## config.mk

```make
export PLATFORM = sky130hd
export DESIGN_NAME = alarm_controller
export DESIGN_NICKNAME = d
export VERILOG_FILES = /design/src/rtl/alarm_controller.sv
export SDC_FILE = /design/constraint.sdc
export NUM_CORES = 1
export LEC_CHECK = 0
export BUFFER_PORTS_ARGS = -buffer_cell sky130_fd_sc_hd__buf_4
export CAP_MARGIN = 20
export CORE_MARGIN = 4
export CORE_UTILIZATION = 40
export DETAILED_ROUTE_END_ITERATION = 7
export MAX_ROUTING_LAYER = met4
export SLEW_MARGIN = 5
export SYNTH_ARGS = -nofsm -noshare
export SYNTH_HDL_FRONTEND = slang
export SYNTH_SLANG_ARGS = --single-unit
```

## constraint.sdc

```tcl
create_clock -name clk -period 2.3 [get_ports clk]
set_input_delay 0.46 -clock clk [delete_from_list [all_inputs] [get_ports clk]]
set_output_delay 0.46 -clock clk [all_outputs]
set_load 0.03 [all_outputs]
```

## src/rtl/alarm_controller.sv

```systemverilog
// Alarm time store/edit plus ring/snooze/timeout sequencer driven by the BCD time-of-day bus.
// Latency: button edge or trigger sampled at a posedge, visible on outputs the next cycle.
// Backpressure: none; every input is consumed every clock and buttons act on rising edges.
module alarm_controller #(
    parameter int unsigned RING_SECONDS   = 60,
    parameter int unsigned SNOOZE_SECONDS = 300
) (
    input  logic        clk,
    input  logic        reset,
    input  logic        sec_tick,
    input  logic [19:0] time_bcd,
    input  logic        set_mode,
    input  logic        alarm_en,
    input  logic        btn_min_up,
    input  logic        btn_min_dn,
    input  logic        btn_hr_up,
    input  logic        btn_hr_dn,
    input  logic        btn_snooze,
    input  logic        btn_stop,
    output logic [12:0] alarm_bcd,
    output logic        ringing,
    output logic        buzzer,
    output logic        led
);

    localparam int unsigned CNT_MAX = (RING_SECONDS > SNOOZE_SECONDS) ? RING_SECONDS : SNOOZE_SECONDS;
    localparam int          CW      = $clog2(CNT_MAX + 1);

    typedef struct packed {
        logic [1:0] ht;
        logic [3:0] hu;
        logic [2:0] mt;
        logic [3:0] mu;
    } hhmm_t;

    typedef struct packed {
        hhmm_t      hm;
        logic [2:0] st;
        logic [3:0] su;
    } hhmmss_t;

    typedef enum logic [1:0] {
        ST_IDLE    = 2'd0,
        ST_RINGING = 2'd1,
        ST_SNOOZE  = 2'd2
    } state_t;

    hhmmss_t       now_t;
    hhmm_t         alarm_q;
    hhmm_t         alarm_nxt;
    logic [5:0]    btn_q;
    logic [5:0]    btn_now;
    logic [5:0]    btn_edge;
    logic          match;
    logic          match_q;
    logic          trigger;

    state_t        state_q;
    state_t        state_nxt;
    logic [CW-1:0] cnt_q;
    logic [CW-1:0] cnt_nxt;
    logic [CW-1:0] cnt_inc;
    logic          buzzer_q;
    logic          buzzer_nxt;

    logic min_up_e, min_dn_e, hr_up_e, hr_dn_e, snooze_e, stop_e;

    assign now_t    = time_bcd;
    assign btn_now  = {btn_min_up, btn_min_dn, btn_hr_up, btn_hr_dn, btn_snooze, btn_stop};
    assign btn_edge = btn_now & ~btn_q;
    assign {min_up_e, min_dn_e, hr_up_e, hr_dn_e, snooze_e, stop_e} = btn_edge;

    assign match   = (now_t.hm == alarm_q) && (now_t.st == 3'd0) && (now_t.su == 4'd0);
    assign trigger = match & ~match_q & alarm_en & ~set_mode;

    // Digit-wise BCD edit keeps every digit legal; opposing edges on one field cancel.
    always_comb begin
        alarm_nxt = alarm_q;
        if (set_mode) begin
            if (min_up_e && !min_dn_e) begin
                if (alarm_q.mu == 4'd9) begin
                    alarm_nxt.mu = 4'd0;
                    alarm_nxt.mt = (alarm_q.mt == 3'd5) ? 3'd0 : alarm_q.mt + 3'd1;
                end else begin
                    alarm_nxt.mu = alarm_q.mu + 4'd1;
                end
            end else if (min_dn_e && !min_up_e) begin
                if (alarm_q.mu == 4'd0) begin
                    alarm_nxt.mu = 4'd9;
                    alarm_nxt.mt = (alarm_q.mt == 3'd0) ? 3'd5 : alarm_q.mt - 3'd1;
                end else begin
                    alarm_nxt.mu = alarm_q.mu - 4'd1;
                end
            end

            if (hr_up_e && !hr_dn_e) begin
                if (alarm_q.ht == 2'd2 && alarm_q.hu == 4'd3) begin
                    alarm_nxt.ht = 2'd0;
                    alarm_nxt.hu = 4'd0;
                end else if (alarm_q.hu == 4'd9) begin
                    alarm_nxt.ht = alarm_q.ht + 2'd1;
                    alarm_nxt.hu = 4'd0;
                end else begin
                    alarm_nxt.hu = alarm_q.hu + 4'd1;
                end
            end else if (hr_dn_e && !hr_up_e) begin
                if (alarm_q.ht == 2'd0 && alarm_q.hu == 4'd0) begin
                    alarm_nxt.ht = 2'd2;
                    alarm_nxt.hu = 4'd3;
                end else if (alarm_q.hu == 4'd0) begin
                    alarm_nxt.ht = alarm_q.ht - 2'd1;
                    alarm_nxt.hu = 4'd9;
                end else begin
                    alarm_nxt.hu = alarm_q.hu - 4'd1;
                end
            end
        end
    end

    always_ff @(posedge clk) begin
        if (reset) begin
            alarm_q <= '0;
            btn_q   <= '0;
            match_q <= 1'b0;
        end else begin
            alarm_q <= alarm_nxt;
            btn_q   <= btn_now;
            match_q <= match;
        end
    end

    always_ff @(posedge clk) begin
        if (reset) begin
            state_q  <= ST_IDLE;
            cnt_q    <= '0;
            buzzer_q <= 1'b0;
        end else begin
            state_q  <= state_nxt;
            cnt_q    <= cnt_nxt;
            buzzer_q <= buzzer_nxt;
        end
    end

    assign cnt_inc = cnt_q + CW'(1);

    // Disarm and stop override everything; snooze outranks the second counter.
    always_comb begin
        state_nxt  = state_q;
        cnt_nxt    = cnt_q;
        buzzer_nxt = buzzer_q;
        if (set_mode || !alarm_en || stop_e) begin
            state_nxt  = ST_IDLE;
            cnt_nxt    = '0;
            buzzer_nxt = 1'b0;
        end else begin
            case (state_q)
                ST_IDLE: begin
                    cnt_nxt    = '0;
                    buzzer_nxt = 1'b0;
                    if (trigger) begin
                        state_nxt  = ST_RINGING;
                        buzzer_nxt = 1'b1;
                    end
                end
                ST_RINGING: begin
                    if (snooze_e) begin
                        state_nxt  = ST_SNOOZE;
                        cnt_nxt    = '0;
                        buzzer_nxt = 1'b0;
                    end else if (sec_tick) begin
                        if (cnt_inc == CW'(RING_SECONDS)) begin
                            state_nxt  = ST_IDLE;
                            cnt_nxt    = '0;
                            buzzer_nxt = 1'b0;
                        end else begin
                            cnt_nxt    = cnt_inc;
                            buzzer_nxt = ~buzzer_q;
                        end
                    end
                end
                ST_SNOOZE: begin
                    if (sec_tick) begin
                        if (cnt_inc == CW'(SNOOZE_SECONDS)) begin
                            state_nxt  = ST_RINGING;
                            cnt_nxt    = '0;
                            buzzer_nxt = 1'b1;
                        end else begin
                            cnt_nxt = cnt_inc;
                        end
                    end
                end
                default: begin
                    state_nxt  = ST_IDLE;
                    cnt_nxt    = '0;
                    buzzer_nxt = 1'b0;
                end
            endcase
        end
    end

    always_comb begin
        ringing = (state_q == ST_RINGING);
        led     = (state_q == ST_RINGING) || (state_q == ST_SNOOZE);
    end

    assign buzzer    = buzzer_q;
    assign alarm_bcd = alarm_q;

endmodule
```

Yosys cells after proc, flatten, opt, wreduce, memory -nomap -nowiden:

Index checks and enable logic that the tools add are counted.

* register bits: 32
* logic and storage cells: 114
* output and inout bits: 16
* input port bits: 31

* equality and inequality tests: 17
* reduce and logical (&&, ||, !) cells: 35
* add/sub/neg operators: 9
* multiplexer cells: 36
* bitwise operators: 8

Operators with widths (count)
* 9-bit two-way mux: 5
* 6-bit two-way mux: 4
* 9-bit case mux with 2 select lines: 1
* 2-bit two-way mux: 8
* 4-bit two-way mux: 4
* 7-bit two-way mux: 2
* 13-bit == test: 1
* 4-bit logical NOT: 3
* 3-bit two-way mux: 4
* 9-bit by 1-bit adder with 9-bit output, second input constant: 1
* 9-bit by 6-bit == test with 1-bit output, second input constant: 1
* 9-bit == test, second input constant: 1
* 4-bit by 1-bit adder with 4-bit output, second input constant: 2
* 4-bit == test, second input constant: 2
* 1-bit logical AND: 8
* 4-bit AND reduction: 2
* 4-bit by 1-bit subtractor with 4-bit output, second input constant: 2
* 6-bit AND: 1
* 3-bit logical NOT: 2
* 1-bit two-way mux: 6
* 2-bit != test, second input constant: 3
* 3-bit by 1-bit != test with 1-bit output, second input constant: 2
* 6-bit inverter: 1
* 2-bit case mux with 3 select lines: 1
* other kinds (22): 38

Depth between registers and ports, before layout:

Gate-level depths: netlist (run 1).

* word-level depth: 8
* depth in mapped cells: 9
* mapped depth without buffers: 8

Worst setup path after synthesis (run 1):

Ideal clock, no wire load.

* kind: input -> register
* start point: in btn_min_up
* end point: reg alarm_q, in the netlist alarm_bcd[5]
* setup slack: 107 ps
* path buffers: 1
* cell stages on the path: 9
* arrival time: 2119 ps
* path through: nor2b_1 ha_1 clkbuf_1 or3_1 a211o_4 nor4_2 a21oi_1 or2_0 a31oi_1

* cells in the longest elaborated chain, start to end: 5
* elaborated cells on any way between the ends: 9
* classes of those cells: eq/ne (1); mux (1); bitwise (1); reduce/logical (6)

Ends and longest elaborated chain
* from (decl): line 14 `input logic btn_min_up,`
* 6-bit AND (*): line 70 `assign btn_edge = btn_now & ~btn_q;`
* 1-bit logical NOT: line 87 `end else if (min_dn_e && !min_up_e) begin`
* 1-bit logical AND: line 87
* 2-bit nonzero test (no line)
* 4-bit AND reduction (no line)
* to (signal assigned): line 126 `alarm_q <= alarm_nxt;`
* to (decl): line 49 `hhmm_t alarm_q;`

Mark *: on every way between the ends. The rest lies on a longest branch, timed or not.
A chain may end at the register's enable or synchronous reset.

Final worst setup path (run 1):

* start point: reg cnt_q[1]
* end point: reg state_q[0]

* cells in the longest elaborated chain, start to end: 4
* elaborated cells on any way between the ends: 6
* classes of those cells: add/sub (1); eq/ne (4); reduce/logical (1)

Ends and longest elaborated chain
* from (decl): line 60 `logic [CW-1:0] cnt_q;`
* from (signal assigned): line 139 `cnt_q <= cnt_nxt;`
* 9-bit by 1-bit adder with 9-bit output (*): line 144 `assign cnt_inc = cnt_q + CW'(1);`
* 9-bit by 6-bit == test with 1-bit output / 9-bit == test (equally long branches): line 171, 183
* 3-bit by 1-bit != test with 1-bit output (no line) / 2-bit != test (equally long branches)
* 5-bit AND reduction (no line) (*)
* to (signal assigned): line 138 `state_q <= state_nxt;`
* to (decl): line 58 `state_t state_q;`

Marks and branches as above.

==> results.json, run 1 <==
{
  "synth-async-reset-ratio": 0,
  "cts_max_level": 2,
  "post-dp-hpwl_um": 4419,
  "crit_type": "register to register",
  "floorplan.rows": 27,
  "fin_total_pwr_mw": 1.586,
  "area_taken_by_flip_flops_and_latches_um2": 641.9,
  "drv.max_cap_violation_count": 0,
  "floorplan.initialDensity": 0.4226,
  "footprint_of_the_multi_input_gates_um2": 1635,
  "cts_buffers": 5,
  "finalWeightedCongestion": 0.7748,
  "synth_top_area_cells": "sky130_fd_sc_hd__dfxtp_1, sky130_fd_sc_hd__ha_1, sky130_fd_sc_hd__a21oi_1, sky130_fd_sc_hd__nor2b_1, sky130_fd_sc_hd__xnor2_1",
  "leakage_nw": 1.230,
  "yosysUniqueCellTypes": 61,
  "endpoint_kind": "register",
  "synth_area_leader_cell": "sky130_fd_sc_hd__dfxtp_1",
  "max_freq_ghz": 0.4745,
  "worstPathMaxFanout": 7,
  "drt_pre_antenna_iters": 4,
  "number_of_slew_limit_violations_in_the_final_report": 0,
  "via_count_of_the_first_global_routing_pass": 2141,
  "fin_crit_share": 0.9162,
  "syn_area_per_cell_um2": 8.131,
  "drive_gt1_frac": 0.2600,
  "grt-ovfl-total": 0,
  "chip_width_um": 85.44,
  "layout_common_cells": "sky130_fd_sc_hd__buf_4, sky130_fd_sc_hd__dfxtp_1, sky130_fd_sc_hd__a21oi_1, sky130_fd_sc_hd__nor2_1, sky130_fd_sc_hd__nand2_1",
  "clkSlewWorstSetupHoldPaths_ps": 70,
  "design.portCount": 47,
  "place.port_buffers": 46,
  "design.die.area_um2": 7299,
  "cts_tree": "yes",
  "ctsHoldBuffers": 0,
  "ys_warn_count": 0,
  "hold_path_class": "input pin to register",
  "number_of_violations_reported_at_the_end_of_detailed_routing_iteration_0": 75,
  "die_y_um": 85.44,
  "worst_skew_pair_later_pin_latency_ps": 290,
  "core_area_um2": 5675,
  "synth_seq_cells": 32,
  "synth_flop_cell": "sky130_fd_sc_hd__dfxtp_1",
  "final_cell_count_no_fill": 422,
  "layout-area-overhead-vs-synth_pct": 26.50,
  "track_usage": 0.1712,
  "root_buffer": "sky130_fd_sc_hd__clkbuf_8",
  "max_slew.worst_pin.slew_ps": 545.5,
  "worstSetupStartpointType": "register",
  "power_density_nw_per_um2": 522.7,
  "grt_first_pass_wirelength_um": 9908,
  "worst-endpoint-required_ps": 2490,
  "place.detailed.instances": 413,
  "worst_hold_slack_ps": 380.7,
  "vias_per_cell": 5.424,
  "final_nets": 395,
  "worst_ir_drop_vdd_uv": 230.6,
  "layout_commonest_cell": "sky130_fd_sc_hd__buf_4",
  "hold_viol_final": 0,
  "postSynthCellCount": 295,
  "critical_path_arrival_ps": 2300,
  "routed-via-count": 2289,
  "antenna_left": 0,
  "final.min_clock_period_ps": 2107,
  "finalWirelength_um": 5871,
  "netlist.area_leader.share": 0.2671,
  "synth.cell_area_um2": 2399,
  "sinks_on_clock_net": 32,
  "rsz_0062_raised_after_global_routing": "false",
  "insertedDiodeCount": 0,
  "skew_ps": 7.060,
  "relSlewSlack": 0.6339,
  "outcome": "finished, final reports clean",
  "synth_seq_area_share": 0.2671,
  "initial_antenna_violation_count": 0,
  "synth_nets": 341,
  "drc_errors": 0,
  "setup_viol": 0,
  "nFillCells": 539,
  "grt_max_degree": 22,
  "route.detailed.wl_per_inst_um": 13.91,
  "synth_edf_count": 0,
  "ctsLongestPathBuffers": 2
}
[flip-flops by register name, indices dropped and copies added (netlist names)]
register   flops
alarm_bcd     13
cnt_q          9
btn_q          6
state_q        2
buzzer         1
match_q        1
[Yosys cell counts (6+ instances only)]
cell                        count
sky130_fd_sc_hd__dfxtp_1       32
sky130_fd_sc_hd__a21oi_1       24
sky130_fd_sc_hd__nor2_1        22
sky130_fd_sc_hd__nand2_1       19
sky130_fd_sc_hd__inv_1         16
sky130_fd_sc_hd__nor2b_1       16
sky130_fd_sc_hd__ha_1          15
sky130_fd_sc_hd__o21ai_0       13
sky130_fd_sc_hd__clkbuf_1      10
sky130_fd_sc_hd__xnor2_1       10
sky130_fd_sc_hd__xor2_1         9
sky130_fd_sc_hd__nand4_1        8
sky130_fd_sc_hd__o2111ai_1      8
sky130_fd_sc_hd__nand2b_1       7
sky130_fd_sc_hd__nand3_1        7
sky130_fd_sc_hd__nor3_1         6
[worst max-delay path: stages, from the launching register on]
cell and delay [ps]:
sky130_fd_sc_hd__dfxtp_2 380, sky130_fd_sc_hd__ha_2 230, sky130_fd_sc_hd__nand4_1 250, sky130_fd_sc_hd__xor2_2 260
sky130_fd_sc_hd__a22o_2 270, sky130_fd_sc_hd__a31o_1 230, sky130_fd_sc_hd__a311o_1 340, sky130_fd_sc_hd__o41ai_2 50
[final timing paths]
path | startpoint | end | slack [ps] | cells past startpoint
setup / recovery | cnt_q[1]$_SDFFE_PP0P_ | state_q[0]$_SDFFE_PP0P_ | 190 | 7
hold / removal | btn_hr_up | btn_q[3]$_SDFF_PP0_ | 380 | 2
setup reg to reg | cnt_q[1]$_SDFFE_PP0P_ | state_q[0]$_SDFFE_PP0P_ | 190 | 7
hold reg to reg | cnt_q[7]$_SDFFE_PP0P_ | cnt_q[7]$_SDFFE_PP0P_ | 500 | 2
[metal layers]
layer  share of wire  track usage
met5               0            -
met4           0.014      0.05468
met3           0.045      0.03883
met2            0.46       0.2599
met1            0.48       0.2244
[per-stage QoR]
stage               setup WS, ps  setup TNS [ps]  area (µm²)    util
global route               45.31               0        3034  0.5346
CTS                        148.6               0        3007  0.5298
finish                     192.7               0        3034  0.5346
detailed placement        -57.95          -57.95        2880  0.5075
global placement          -10.28          -10.28        2880  0.5075
floorplan                  106.6               0        2399       -
[kinds of logic (layout without fill, tap and decap cells)]
kind of cell             count (synthesis)  after routing  share of synthesized area
buffers and inverters                   33             88                    0.05895
AND/OR/NAND/NOR                        112            112                     0.2666
AO/OA/AOI/OAI                           79             79                     0.2389
multiplexers                             5              5                    0.02087
flip-flops                              32             32                     0.2671
adder cells (fa/ha/maj)                 15             15                    0.07825
XOR/XNOR                                19             19                    0.06938
[report_power, final]
group          internal [mW]  switching [mW]
logic                  0.174           0.183
registers              0.578          0.0408
clock network          0.382           0.227
[cell type report]
class | instances | area share
Clock inverter | 1 | 0.009897
Multi-Input combinational cell | 230 | 0.5390
Sequential cell | 32 | 0.2115
Timing Repair Buffer | 64 | 0.1584
Tap cell | 72 | 0.02969
Inverter | 16 | 0.01979
Clock buffer | 7 | 0.03175
[timing repair]
action                                  in CTS  in global routing
resized for setup                            0                  5
setup buffers                                0                  1
endpoints found under the setup margin       0                  2
No activity file was read; power rests on OpenSTA's default activity.
==> run 2, diff against run 1 <==
Settings changed: CELL_PAD_IN_SITES_DETAIL_PLACEMENT set to 1, CELL_PAD_IN_SITES_GLOBAL_PLACEMENT set to 1, CORE_UTILIZATION 40 to 37, PLACE_DENSITY_LB_ADDON set to 0.1.
==> run 2 against run 1 <==
Effect of this change: clock skew decreased by 4.4 ps; global-route usage rose by 1.8 points; non-clock buffer count grew 4; design area rose by 1.1%; first-iteration DRC count shrank 53%; clock power rose by 0.8%; sequential power is 2% lower; via count rose by 2.5%; sequential cell count stayed put; die area up 7.3%.
==> results.json, run 2 (same netlist as run 1, synthesis figures left out) <==
{
  "route.detailed.wl_per_inst_um": 15.70,
  "skew_ps": 2.628,
  "cts_max_level": 2,
  "layout_commonest_cell": "sky130_fd_sc_hd__buf_4",
  "critical_path_arrival_ps": 2330,
  "power.switching_fraction": 0.2901,
  "worst_hold_slack_ps": 390.1,
  "cts_buffers": 5,
  "critical_path_buf_inv_count": 0,
  "power_report.internal_total_mw": 1.142,
  "drc_errors": 0,
  "power_density_nw_per_um2": 524.6,
  "setup_viol": 0,
  "sinks_on_clock_net": 32,
  "max_freq_ghz": 0.4753,
  "fin_crit_share": 0.9147,
  "worst-endpoint-required_ps": 2520,
  "largest_register_ff_count": 13,
  "chip_width_um": 88.52,
  "post-dp-hpwl_um": 5203,
  "worstSetupStartpointType": "register",
  "leakage_nw": 1.250,
  "grt_first_pass_wirelength_um": 11340,
  "ctsHoldBuffers": 0,
  "relSlewSlack": 0.4281,
  "drive_gt1_frac": 0.2655,
  "clkSlewWorstSetupHoldPaths_ps": 70,
  "crit_family": "simple AND/OR/NAND/NOR gates",
  "p_switching_uw": 466.7,
  "die_y_um": 88.52,
  "final.min_clock_period_ps": 2104,
  "drt_pre_antenna_iters": 4,
  "cts_tree": "yes",
  "max_slew.worst_pin.slew_ps": 852.1,
  "fin_total_pwr_mw": 1.609,
  "layout-area-overhead-vs-synth_pct": 27.86,
  "pwr-share-comb": 0.242,
  "outcome": "finished, final reports clean",
  "critical-path-slowest-cell": "sky130_fd_sc_hd__or3b_4",
  "crit_type": "register to register",
  "design.die.area_um2": 7835,
  "floorplan.rows": 29,
  "final_nets": 399,
  "insertedDiodeCount": 0,
  "critical_path.cell_chain": "nand2b_1 > ha_1 > or3b_4 > a211o_4 > nor4_2 > a21oi_1 > or2_0 > a31oi_1",
  "worstPathMaxFanout": 3,
  "design.portCount": 47,
  "timing.reg2reg.worst_path_depth": 8,
  "sequentialPowerShare": 0.377,
  "floorplan.initialDensity": 0.3799,
  "worst_skew_pair_later_pin_latency_ps": 290,
  "drv.max_cap_violation_count": 0,
  "finalWirelength_um": 6767,
  "antenna_left": 0,
  "number_of_slew_limit_violations_in_the_final_report": 0,
  "holdPathStages": 2,
  "slowest_delay_ps": 390,
  "grt_max_degree": 21,
  "core_area_um2": 6314,
  "number_of_violations_reported_at_the_end_of_detailed_routing_iteration_0": 35,
  "finalWeightedCongestion": 0.7918,
  "via_count_of_the_first_global_routing_pass": 2438,
  "vias_per_cell": 5.445,
  "root_buffer": "sky130_fd_sc_hd__clkbuf_8",
  "layout_common_cells": "sky130_fd_sc_hd__buf_4, sky130_fd_sc_hd__dfxtp_1, sky130_fd_sc_hd__a21oi_1, sky130_fd_sc_hd__nor2_1, sky130_fd_sc_hd__nand2_1",
  "track_usage": 0.1895,
  "clockPowerShare": 0.382,
  "routed-via-count": 2347,
  "place.port_buffers": 46,
  "worst_ir_drop_vdd_uv": 273.1,
  "nFillCells": 782,
  "hold_path_class": "input pin to register",
  "finish.utilization": 0.4857,
  "ctsLongestPathBuffers": 2,
  "hold_viol_final": 0,
  "endpoint_kind": "register",
  "initial_antenna_violation_count": 0,
  "worst-path-stages": 8,
  "grt-ovfl-total": 0,
  "rsz_0062_raised_after_global_routing": "false"
}
[run 2: path summary, 6_finish.rpt]
path                                             from                        end  slack (ps)
worst max-delay path              btn_q[4]$_SDFF_PP0_  alarm_bcd[5]$_SDFFE_PP0P_         200
worst min register to register  cnt_q[1]$_SDFFE_PP0P_      cnt_q[1]$_SDFFE_PP0P_         510
worst max register to register    btn_q[4]$_SDFF_PP0_  alarm_bcd[5]$_SDFFE_PP0P_         200
worst min-delay path                       btn_min_up        btn_q[5]$_SDFF_PP0_         390
[run 2: per-stage QoR]
stage          area (µm²)  setup WS (ps)  cells  TNS, ps
3_5_place_dp         2909         -71.68    421   -71.68
3_3_place_gp         2909         0.8991    421        0
4_1_cts              3035          60.97    429        0
5_1_grt              3067          16.64    431        0
2_1_floorplan        2399          106.6    295        0
6_report             3067          196.1    431        0
[run 2: repair_timing]
| action | CTS | global route |
|---|---|---|
| gates resized for setup | 0 | 4 |
| buffers inserted | 0 | 2 |
| setup endpoints to repair | 0 | 11 |
| hold endpoints to repair | 0 | 0 |
[run 2: final cells by class]
cell class / instances / area [µm²] / share of cell area
Clock buffer: 7 / 96.34 / 0.03142
Clock inverter: 1 / 30.03 / 0.009792
Inverter: 16 / 60.06 / 0.01958
Multi-Input combinational cell: 230 / 1632 / 0.5320
Sequential cell: 32 / 641.9 / 0.2093
Tap cell: 77 / 96.34 / 0.03142
Timing Repair Buffer: 68 / 510.5 / 0.1665
[run 2: power by group through the flow]
stage               logic (mW)  registers (mW)  clock network [mW]
floorplan                0.211           0.645                   0
global placement         0.383           0.618                   0
detailed placement       0.390           0.618                   0
CTS                      0.393           0.606               0.636
global route             0.433           0.610               0.661
finish                   0.389           0.606               0.614
[run 2: per-layer routing]
metal / vias up / global-route usage / routed length [µm]
met4: 0 / 0.05495 / 102
met5: - / - / 0
met1: 1110 / 0.2356 / 3109
li1: 1182 / - / -
met3: 9 / 0.02886 / 197
met2: 46 / 0.3175 / 3357
==> run 3, diff against run 2 <==
Settings changed: CORE_ASPECT_RATIO set to 0.7.
==> run 3 against run 2 <==
Effect of this change: register-to-register slack worse by 20 ps; critical path depth stayed put; non-clock buffer count is 2 lower; largest power group is now registers.
==> results.json, run 3 (same netlist as run 1, synthesis figures left out) <==
{
  "worst_hold_slack_ps": 402.0,
  "clkSlewWorstSetupHoldPaths_ps": 70,
  "place.port_buffers": 46,
  "largest_register_ff_count": 13,
  "relSlewSlack": 0.7099,
  "ctsLongestPathBuffers": 2,
  "via_count_of_the_first_global_routing_pass": 2420,
  "setup_viol": 0,
  "worst_ir_drop_vdd_uv": 268.6,
  "max_slew.worst_pin.slew_ps": 434.5,
  "design.die.area_um2": 7856,
  "critical-path-slowest-cell": "sky130_fd_sc_hd__dfxtp_2",
  "root_buffer": "sky130_fd_sc_hd__clkbuf_8",
  "die_y_um": 75.37,
  "holdCritStartpoint": "btn_snooze",
  "floorplan.rows": 24,
  "worst_skew_pair_later_pin_latency_ps": 290,
  "route.detailed.wl_per_inst_um": 16.94,
  "worstPathMaxFanout": 8,
  "layout_common_cells": "sky130_fd_sc_hd__buf_4, sky130_fd_sc_hd__dfxtp_1, sky130_fd_sc_hd__a21oi_1, sky130_fd_sc_hd__nor2_1, sky130_fd_sc_hd__nand2_1",
  "sinks_on_clock_net": 32,
  "ctsHoldBuffers": 0,
  "slowest_delay_ps": 400,
  "floorplan.initialDensity": 0.3840,
  "setup_ws_pre_cts_ps": -58.06,
  "critical_path_arrival_ps": 2320,
  "r2r-start": "cnt_q[0]$_SDFFE_PP0P_",
  "crit_start": "cnt_q[0]$_SDFFE_PP0P_",
  "number_of_violations_reported_at_the_end_of_detailed_routing_iteration_0": 68,
  "vias_per_cell": 5.505,
  "chip_width_um": 104.2,
  "antenna_left": 0,
  "reg2reg_setup_slack_ps": 180,
  "drv.max_cap_violation_count": 0,
  "worstSetupStartpointType": "register",
  "final_nets": 397,
  "drive_gt1_frac": 0.2585,
  "hold_path_class": "input pin to register",
  "number_of_slew_limit_violations_in_the_final_report": 0,
  "cts_buffers": 5,
  "fin_total_pwr_mw": 1.550,
  "grt_first_pass_wirelength_um": 12140,
  "outcome": "finished, final reports clean",
  "worstReg2RegEnd": "state_q[0]$_SDFFE_PP0P_",
  "drc_errors": 0,
  "finalWorstSetupSlack_ps": 175.1,
  "endpoint_kind": "register",
  "finish.utilization": 0.4866,
  "layout_commonest_cell": "sky130_fd_sc_hd__buf_4",
  "skew_ps": 6.437,
  "finalWirelength_um": 7284,
  "grt-ovfl-total": 0,
  "initial_antenna_violation_count": 0,
  "layout-area-overhead-vs-synth_pct": 26.71,
  "cts_tree": "yes",
  "power_density_nw_per_um2": 509.9,
  "design.portCount": 47,
  "routed-via-count": 2367,
  "insertedDiodeCount": 0,
  "drt_pre_antenna_iters": 4,
  "fin_crit_share": 0.9239,
  "critical_path.cell_chain": "ha_1 > nand4_1 > buf_4 > nor3_2 > o22ai_1 > o31ai_4 > nand3_2 > o41ai_2",
  "crit_type": "register to register",
  "hold_viol_final": 0,
  "core_area_um2": 6246,
  "max_freq_ghz": 0.4706,
  "post-dp-hpwl_um": 5688,
  "track_usage": 0.1998,
  "cts_max_level": 2,
  "grt_max_degree": 22,
  "finalWeightedCongestion": 0.8762,
  "worst-endpoint-required_ps": 2500,
  "final.min_clock_period_ps": 2125,
  "nFillCells": 771,
  "leakage_nw": 1.241,
  "critPathCapture": "state_q[0]$_SDFFE_PP0P_",
  "timing.reg2reg.worst_path_depth": 8
}
==> run 3: timing repair <==
action	in CTS	in global routing
resized for setup	0	4
setup buffers	0	1
endpoints found under the hold margin	0	0
endpoints found under the setup margin	0	11
==> run 3: how the worst min path moves through the flow <==
stage	endpoint	slack (ps)	depth (start not counted)
2_1_floorplan	cnt_q[7]$_SDFFE_PP0P_	460	2
3_3_place_gp	cnt_q[7]$_SDFFE_PP0P_	480	2
3_5_place_dp	cnt_q[7]$_SDFFE_PP0P_	490	2
4_1_cts	btn_q[1]$_SDFF_PP0_	400	2
5_1_grt	btn_q[4]$_SDFF_PP0_	410	2
6_report	btn_q[1]$_SDFF_PP0_	400	2
==> run 3: cell type report <==
cell class | count | area [µm²] | area share
Clock buffer | 6 | 72.57 | 0.02388
Clock inverter | 2 | 35.03 | 0.01153
Inverter | 16 | 60.06 | 0.01976
Multi-Input combinational cell | 230 | 1637 | 0.5385
Sequential cell | 32 | 641.9 | 0.2112
Tap cell | 78 | 97.59 | 0.03211
Timing Repair Buffer | 66 | 495.5 | 0.1630
==> run 3: routing by layer <==
| metal | vias to the layer above | track usage | wire length (µm) |
|---|---|---|---|
| met5 | - | - | 0 |
| met2 | 45 | 0.3031 | 3154 |
| met1 | 1134 | 0.2740 | 3754 |
| li1 | 1181 | - | - |
| met4 | 0 | 0.04425 | 54 |
| met3 | 7 | 0.04572 | 321 |
==> run 3: worst max-delay path, delay by kind of cell, from the launching register on <==
family | cells | cell delay, ps
AO/OA/AOI/OAI | 3 | 730
AND/OR/NAND/NOR | 3 | 470
flip-flops | 1 | 400
adder cells (fa/ha/maj) | 1 | 260
buffers and inverters | 1 | 180
==> run 3: per-stage QoR <==
| step | cell area [µm²] | instances | setup TNS (ps) |
|---|---|---|---|
| after floorplan | 2399 | 295 | 0 |
| after CTS | 3010 | 429 | 0 |
| after global placement | 2903 | 421 | -36.10 |
| after detailed placement | 2903 | 421 | -58.06 |
| final | 3039 | 430 | 0 |
| after global routing | 3039 | 430 | -15.99 |
==> run 3: power breakdown <==
| group | switching (mW) | internal [mW] | leakage, nW |
|---|---|---|---|
| Sequential | 0.0301 | 0.578 | 0.261 |
| Clock | 0.231 | 0.322 | 0.0552 |
| Combinational | 0.211 | 0.178 | 0.924 |
| Total | 0.472 | 1.08 | 1.24 |
